<file path="src/rtl/gpio_controller_if.sv">
// Bus-side interface of the GPIO block: chip-select, write strobe, word address and data.
interface gpio_controller_if #(
   parameter int unsigned ADDR_WIDTH = 5
) ();
   logic                  chip_select;
   logic                  we;
   logic [ADDR_WIDTH-1:0] address;
   logic [31:0]           data_in;
   logic [31:0]           data_out;

   modport master (
      output chip_select,
      output we,
      output address,
      output data_in,
      input  data_out
   );

   modport slave (
      input  chip_select,
      input  we,
      input  address,
      input  data_in,
      output data_out
   );
endinterface

</file>
<file path="src/rtl/gpio_controller.sv">
// Memory-mapped bidirectional GPIO with per-pin direction, input synchronisers,
// atomic set/clear of the output register and sticky edge-triggered interrupts.
module gpio_controller #(
   parameter int unsigned WIDTH       = 4,
   parameter int unsigned SYNC_STAGES = 2,
   parameter int unsigned ADDR_WIDTH  = 5
) (
   input  logic                 clock,
   input  logic                 reset_n,
   gpio_controller_if.slave     bus,
   input  logic [WIDTH-1:0]     io_in,
   output logic [WIDTH-1:0]     io_out,
   output logic [WIDTH-1:0]     io_oe,
   output logic                 irq
);

   localparam logic [ADDR_WIDTH-1:0] AddrOut    = ADDR_WIDTH'(0);
   localparam logic [ADDR_WIDTH-1:0] AddrDir    = ADDR_WIDTH'(1);
   localparam logic [ADDR_WIDTH-1:0] AddrIn     = ADDR_WIDTH'(2);
   localparam logic [ADDR_WIDTH-1:0] AddrRiseEn = ADDR_WIDTH'(3);
   localparam logic [ADDR_WIDTH-1:0] AddrFallEn = ADDR_WIDTH'(4);
   localparam logic [ADDR_WIDTH-1:0] AddrStatus = ADDR_WIDTH'(5);
   localparam logic [ADDR_WIDTH-1:0] AddrSet    = ADDR_WIDTH'(6);
   localparam logic [ADDR_WIDTH-1:0] AddrClr    = ADDR_WIDTH'(7);

   logic [WIDTH-1:0] out_q, out_d;
   logic [WIDTH-1:0] dir_q, dir_d;
   logic [WIDTH-1:0] rise_en_q, rise_en_d;
   logic [WIDTH-1:0] fall_en_q, fall_en_d;
   logic [WIDTH-1:0] status_q, status_d;
   logic [WIDTH-1:0] prev_q;
   logic [SYNC_STAGES-1:0][WIDTH-1:0] sync_q, sync_d;

   logic [WIDTH-1:0] sync_last;
   logic [WIDTH-1:0] wdata;
   logic [WIDTH-1:0] edge_set;
   logic [WIDTH-1:0] w1c;
   logic [WIDTH-1:0] rdata;
   logic             wr_en;

   assign sync_last = sync_q[SYNC_STAGES-1];
   assign wdata     = bus.data_in[WIDTH-1:0];
   assign wr_en     = bus.chip_select & bus.we;
   assign edge_set  = (sync_last & ~prev_q & rise_en_q) | (~sync_last & prev_q & fall_en_q);

   generate
      if (WIDTH < 32) begin : g_unused_wdata
         logic unused_wdata;
         assign unused_wdata = ^bus.data_in[31:WIDTH];
      end
   endgenerate

   always_comb begin
      sync_d    = {sync_q[SYNC_STAGES-2:0], io_in};
      out_d     = out_q;
      dir_d     = dir_q;
      rise_en_d = rise_en_q;
      fall_en_d = fall_en_q;
      w1c       = '0;
      if (wr_en) begin
         case (bus.address)
            AddrOut:    out_d     = wdata;
            AddrDir:    dir_d     = wdata;
            AddrRiseEn: rise_en_d = wdata;
            AddrFallEn: fall_en_d = wdata;
            AddrStatus: w1c       = wdata;
            AddrSet:    out_d     = out_q | wdata;
            AddrClr:    out_d     = out_q & ~wdata;
            default:    ;
         endcase
      end
      // A new edge event outranks a simultaneous clear of the same bit.
      status_d = (status_q & ~w1c) | edge_set;
   end

   always_ff @(posedge clock) begin
      if (!reset_n) begin
         out_q     <= '0;
         dir_q     <= '0;
         rise_en_q <= '0;
         fall_en_q <= '0;
         status_q  <= '0;
         prev_q    <= '0;
         sync_q    <= '0;
      end else begin
         out_q     <= out_d;
         dir_q     <= dir_d;
         rise_en_q <= rise_en_d;
         fall_en_q <= fall_en_d;
         status_q  <= status_d;
         prev_q    <= sync_last;
         sync_q    <= sync_d;
      end
   end

   always_comb begin
      rdata = '0;
      if (bus.chip_select) begin
         case (bus.address)
            AddrOut:    rdata = out_q;
            AddrDir:    rdata = dir_q;
            AddrIn:     rdata = sync_last;
            AddrRiseEn: rdata = rise_en_q;
            AddrFallEn: rdata = fall_en_q;
            AddrStatus: rdata = status_q;
            default:    rdata = '0;
         endcase
      end
   end

   assign bus.data_out = 32'(rdata);
   assign io_out       = out_q;
   assign io_oe        = dir_q;
   assign irq          = |status_q;

endmodule

</file>
<file path="src/flat_wrapper.sv">
// flat-port wrapper written by rule: the top's interface ports become plain ports
module gpio_controller_flat 
#(
   parameter int unsigned WIDTH       = 4,
   parameter int unsigned SYNC_STAGES = 2,
   parameter int unsigned ADDR_WIDTH  = 5
)
  (clock, reset_n, io_in, io_out, io_oe, irq, bus_chip_select, bus_we, bus_address, bus_data_in, bus_data_out);
  gpio_controller_if #(.ADDR_WIDTH(ADDR_WIDTH)) bus_i ();
  input  logic clock;
  input  logic reset_n;
  input  logic [WIDTH-1:0] io_in;
  output logic [WIDTH-1:0] io_out;
  output logic [WIDTH-1:0] io_oe;
  output logic irq;
  input wire logic [$bits(bus_i.chip_select)-1:0] bus_chip_select;
  input wire logic [$bits(bus_i.we)-1:0] bus_we;
  input wire logic [$bits(bus_i.address)-1:0] bus_address;
  input wire logic [$bits(bus_i.data_in)-1:0] bus_data_in;
  output wire logic [$bits(bus_i.data_out)-1:0] bus_data_out;
  assign bus_i.chip_select = bus_chip_select;
  assign bus_i.we = bus_we;
  assign bus_i.address = bus_address;
  assign bus_i.data_in = bus_data_in;
  assign bus_data_out = bus_i.data_out;
  gpio_controller #(.WIDTH(WIDTH), .SYNC_STAGES(SYNC_STAGES), .ADDR_WIDTH(ADDR_WIDTH)) u_core (.clock(clock), .reset_n(reset_n), .bus(bus_i), .io_in(io_in), .io_out(io_out), .io_oe(io_oe), .irq(irq));
endmodule
</file>
<file path="config.mk">
export PLATFORM = sky130hd
export DESIGN_NAME = gpio_controller_flat
export DESIGN_NICKNAME = d
export VERILOG_FILES = /design/src/rtl/gpio_controller_if.sv /design/src/rtl/gpio_controller.sv /design/src/flat_wrapper.sv
export SDC_FILE = /design/constraint.sdc
export NUM_CORES = 1
export LEC_CHECK = 0
export ABC_CLOCK_PERIOD_IN_PS = 4950
export CAP_MARGIN = 5
export CORE_UTILIZATION = 44
export CTS_BUF_LIST = sky130_fd_sc_hd__clkbuf_16
export DETAILED_ROUTE_END_ITERATION = 12
export PLACE_DENSITY = 0.93
export REMOVE_ABC_BUFFERS = 1
export SETUP_SLACK_MARGIN = 0.15
export SKIP_CTS_REPAIR_TIMING = 1
export SLEW_MARGIN = 40
export SYNTH_ARGS = -nofsm -noshare
export SYNTH_HDL_FRONTEND = slang
export SYNTH_SLANG_ARGS = --single-unit
</file>
<file path="constraint.sdc">
create_clock -name clock -period 4.95 [get_ports clock]
set_input_delay 0.99 -clock clock [delete_from_list [all_inputs] [get_ports clock]]
set_output_delay 0.99 -clock clock [all_outputs]
set_load 0.02 [all_outputs]
</file>
==> run_results.csv <==
group,metric,value,unit
final_layout,diodes,0,
critical_path,endpoint_kind,"output port",
yosys,ys.flop_type,"dfxtp_1",
placement,gp_congestion,0.859,
detailed_routing,drt-met1-wl,1.79,mm
critical_path,cp.arrival,3.30,ns
final_layout,most-common-layout-cells,"dfxtp_1, clkdlybuf4s50_1, conb_1, nand3_1",
clock_network,insertion_delay,0.27,ns
yosys,yosysWarnings,0,
placement,dp.final_hpwl,3.03,mm
detailed_routing,vias_per_cell,5.53,
final_layout,fin_nets,285,
final_layout,drive_gt1_share,6.64,%
yosys,synth_cell_types,37,
detailed_routing,drtPass1Iterations,4,
clock_network,cts_sinks,32,
timing,relSlewSlack,53.1,%
timing,final.period_utilization,86.6,%
detailed_routing,top_layer_used,"met4",
yosys,async_reset_ff_share,0,%
final_layout,regArea,641,µm²
critical_path,max_stage_delay,0.77,ns
critical_path,path_cells,"clkdlybuf4s50_1 -> or4b_2 -> o22a_1 -> a31oi_1 -> clkdlybuf4s50_1",
detailed_routing,met3_length,277,µm
critical_path,path_common_cell,"clkdlybuf4s50_1",
critical_path,crit_path_start_kind,"input port",
yosys,synth_edf_count,0,
detailed_routing,drt_iter0_drc,50,
final_layout,mostFrequentLayoutCell,"dfxtp_1",
critical_path,path_class,"in -> out",
grt,grt_pass1_wl,6.76,mm
detailed_routing,postRouteAntennaNets,0,
grt,globalRouteOverflowTotal,0,
clock_network,cts_root_buf,"clkbuf_16",
timing,setup_tns,0,ns
yosys,synth_cells,212,
grt,grt_max_degree,23,
clock_network,cts_tree,"built",
timing,period_needed,4.29,ns
yosys,ys_seq_area_share,36.2,%
power,p_leak,0.000787,µW
critical_path,worstPathMaxFanout,7,
run_status,status,"completed",
floorplan,std_cell_rows,22,
detailed_routing,wl_met2,2.09,mm
floorplan,io_pins,86,
final_layout,multi_input_area,941,µm²
final_layout,areaGrowthSynthToFinish,22.3,%
yosys,avgSynthCellArea,8.35,µm²
power,ir_worst_vdd,282,µV
timing,tightest_slew,0.694,ns
clock_network,cts_inserted_buffers,5,
placement,io_buffers,29,
floorplan,die_area,4280,µm²
grt,antenna_found_initial,0,
hold_path,min_path_type,"reg -> reg",
floorplan,die_h,65.4,µm
floorplan,die_w,65.4,µm
critical_path,crit_buf_inv,2,
floorplan,initial_core_util,46.9,%
detailed_routing,drc,0,
yosys,syn-cell-area,1770,µm²
clock_network,clk_path_buf_depth,2,
grt,track_usage,20.9,%
critical_path,slowest_stage,"or4b_2",
timing,hold_viol_final,0,
timing,finalMaxSlewViolations,0,
timing,finalClockSkew,0.00483,ns
timing,clock.fmax,233,MHz
critical_path,path_delay_family,"buffers and inverters",
grt,grt_pass1_vias,1497,
timing,whs,0.433,ns
job,drv_cap,0,
clock_network,htree_num_levels,2,
yosys,synth_seq_cells,32,
clock_network,clkTransAtPathRegs,0.05,ns
floorplan,core,3770,µm²
critical_path,cp.required,3.96,ns
detailed_routing,drt-total-wl,4.21,mm
timing,finalSetupViolations,0,
final_layout,nFillCells,337,
detailed_routing,detail_route.wl_per_cell,14.6,µm
detailed_routing,route.vias.total,1597,
timing,rsz0062_at_grt,"false",
power,powerDensity,310,nW/µm²
==> worst reg2reg max path: stages, from the launching register on <==
cell and delay [ns]:
dfxtp_1 0.33, nand3b_1 0.10, o21ai_0 0.08, o21a_1 0.18
==> synth_stat cells (2+ instances only) <==
library cell | n | area share, %
or3_1 | 2 | 0.71
nand3b_1 | 4 | 1.7
dfxtp_1 | 32 | 36
o21a_1 | 4 | 1.7
nand3_1 | 25 | 7.1
nand2_1 | 7 | 1.5
or4_1 | 4 | 1.7
a31oi_1 | 8 | 2.8
clkbuf_1 | 12 | 2.5
o21ai_0 | 16 | 4.5
buf_4 | 28 | 12
and2_1 | 16 | 5.7
nor4_1 | 2 | 0.71
a21oi_1 | 13 | 3.7
a32o_1 | 4 | 2.3
mux2i_1 | 7 | 4.0
o22a_1 | 3 | 1.5
nor3_1 | 2 | 0.57
inv_1 | 5 | 1.1
==> registers in the layout, summed over array words and instances, names as in the netlist <==
| register | count |
|---|---|
| u_core.fall_en_q | 4 |
| u_core.sync_d | 4 |
| u_core.rise_en_q | 4 |
| u_core.sync_last | 4 |
| u_core.prev_q | 4 |
| u_core.io_out | 4 |
| u_core.status_q | 4 |
| u_core.io_oe | 4 |
==> power breakdown <==
part           switching, µW  internal, µW
registers               2.47           263
logic                   47.8          24.0
clock network            101           233
total                    151           520
==> kinds of logic after synthesis <==
family,after synthesis,synth area share [%]
AND/OR/NAND/NOR,74,25.2
flip-flops,32,36.2
other,1,0.212
XOR/XNOR,1,0.495
buffers and inverters,47,16.4
multiplexers,8,4.59
AO/OA/AOI/OAI,49,17.0
==> routing by layer <==
| metal | vias to the layer above | track usage (%) |
|---|---|---|
| met1 | 758 | 24.9 |
| met2 | 73 | 35.2 |
| li1 | 760 | - |
| met5 | - | 0 |
| met4 | 0 | 9.24 |
| met3 | 6 | 5.38 |
==> stage by stage <==
step / util [%] / instance area [µm²] / cells / setup WS (ns) / power, µW
6_report: 57.4 / 2170 / 289 / 0.664 / 671
3_3_place_gp: 53.1 / 2000 / 281 / 0.684 / 339
4_1_cts: 57.4 / 2170 / 289 / 0.679 / 676
3_5_place_dp: 53.1 / 2000 / 281 / 0.685 / 340
2_1_floorplan: - / 1600 / 197 / 1.59 / 305
5_1_grt: 57.4 / 2170 / 289 / 0.580 / 696
==> layout make-up <==
type | count | area share (%)
inverters | 5 | 0.867
repair buffers | 36 | 15.8
well taps | 48 | 2.77
flip-flops and latches | 32 | 29.6
clock buffers | 5 | 5.78
clock inverters | 3 | 1.73
multi-input cells | 160 | 43.4
==> worst paths after layout <==
path	start	slack, ns	cells past startpoint	end
setup / recovery	bus_address[3]	0.66	5	bus_data_out[3]
hold / removal	u_core.sync_d[4]	0.43	1	u_core.sync_last[0]
setup reg to reg	u_core.prev_q[3]	4.14	3	u_core.status_q[3]
hold reg to reg	u_core.sync_d[4]	0.43	1	u_core.sync_last[0]
Note: power is estimated with default switching activity, not from simulation.
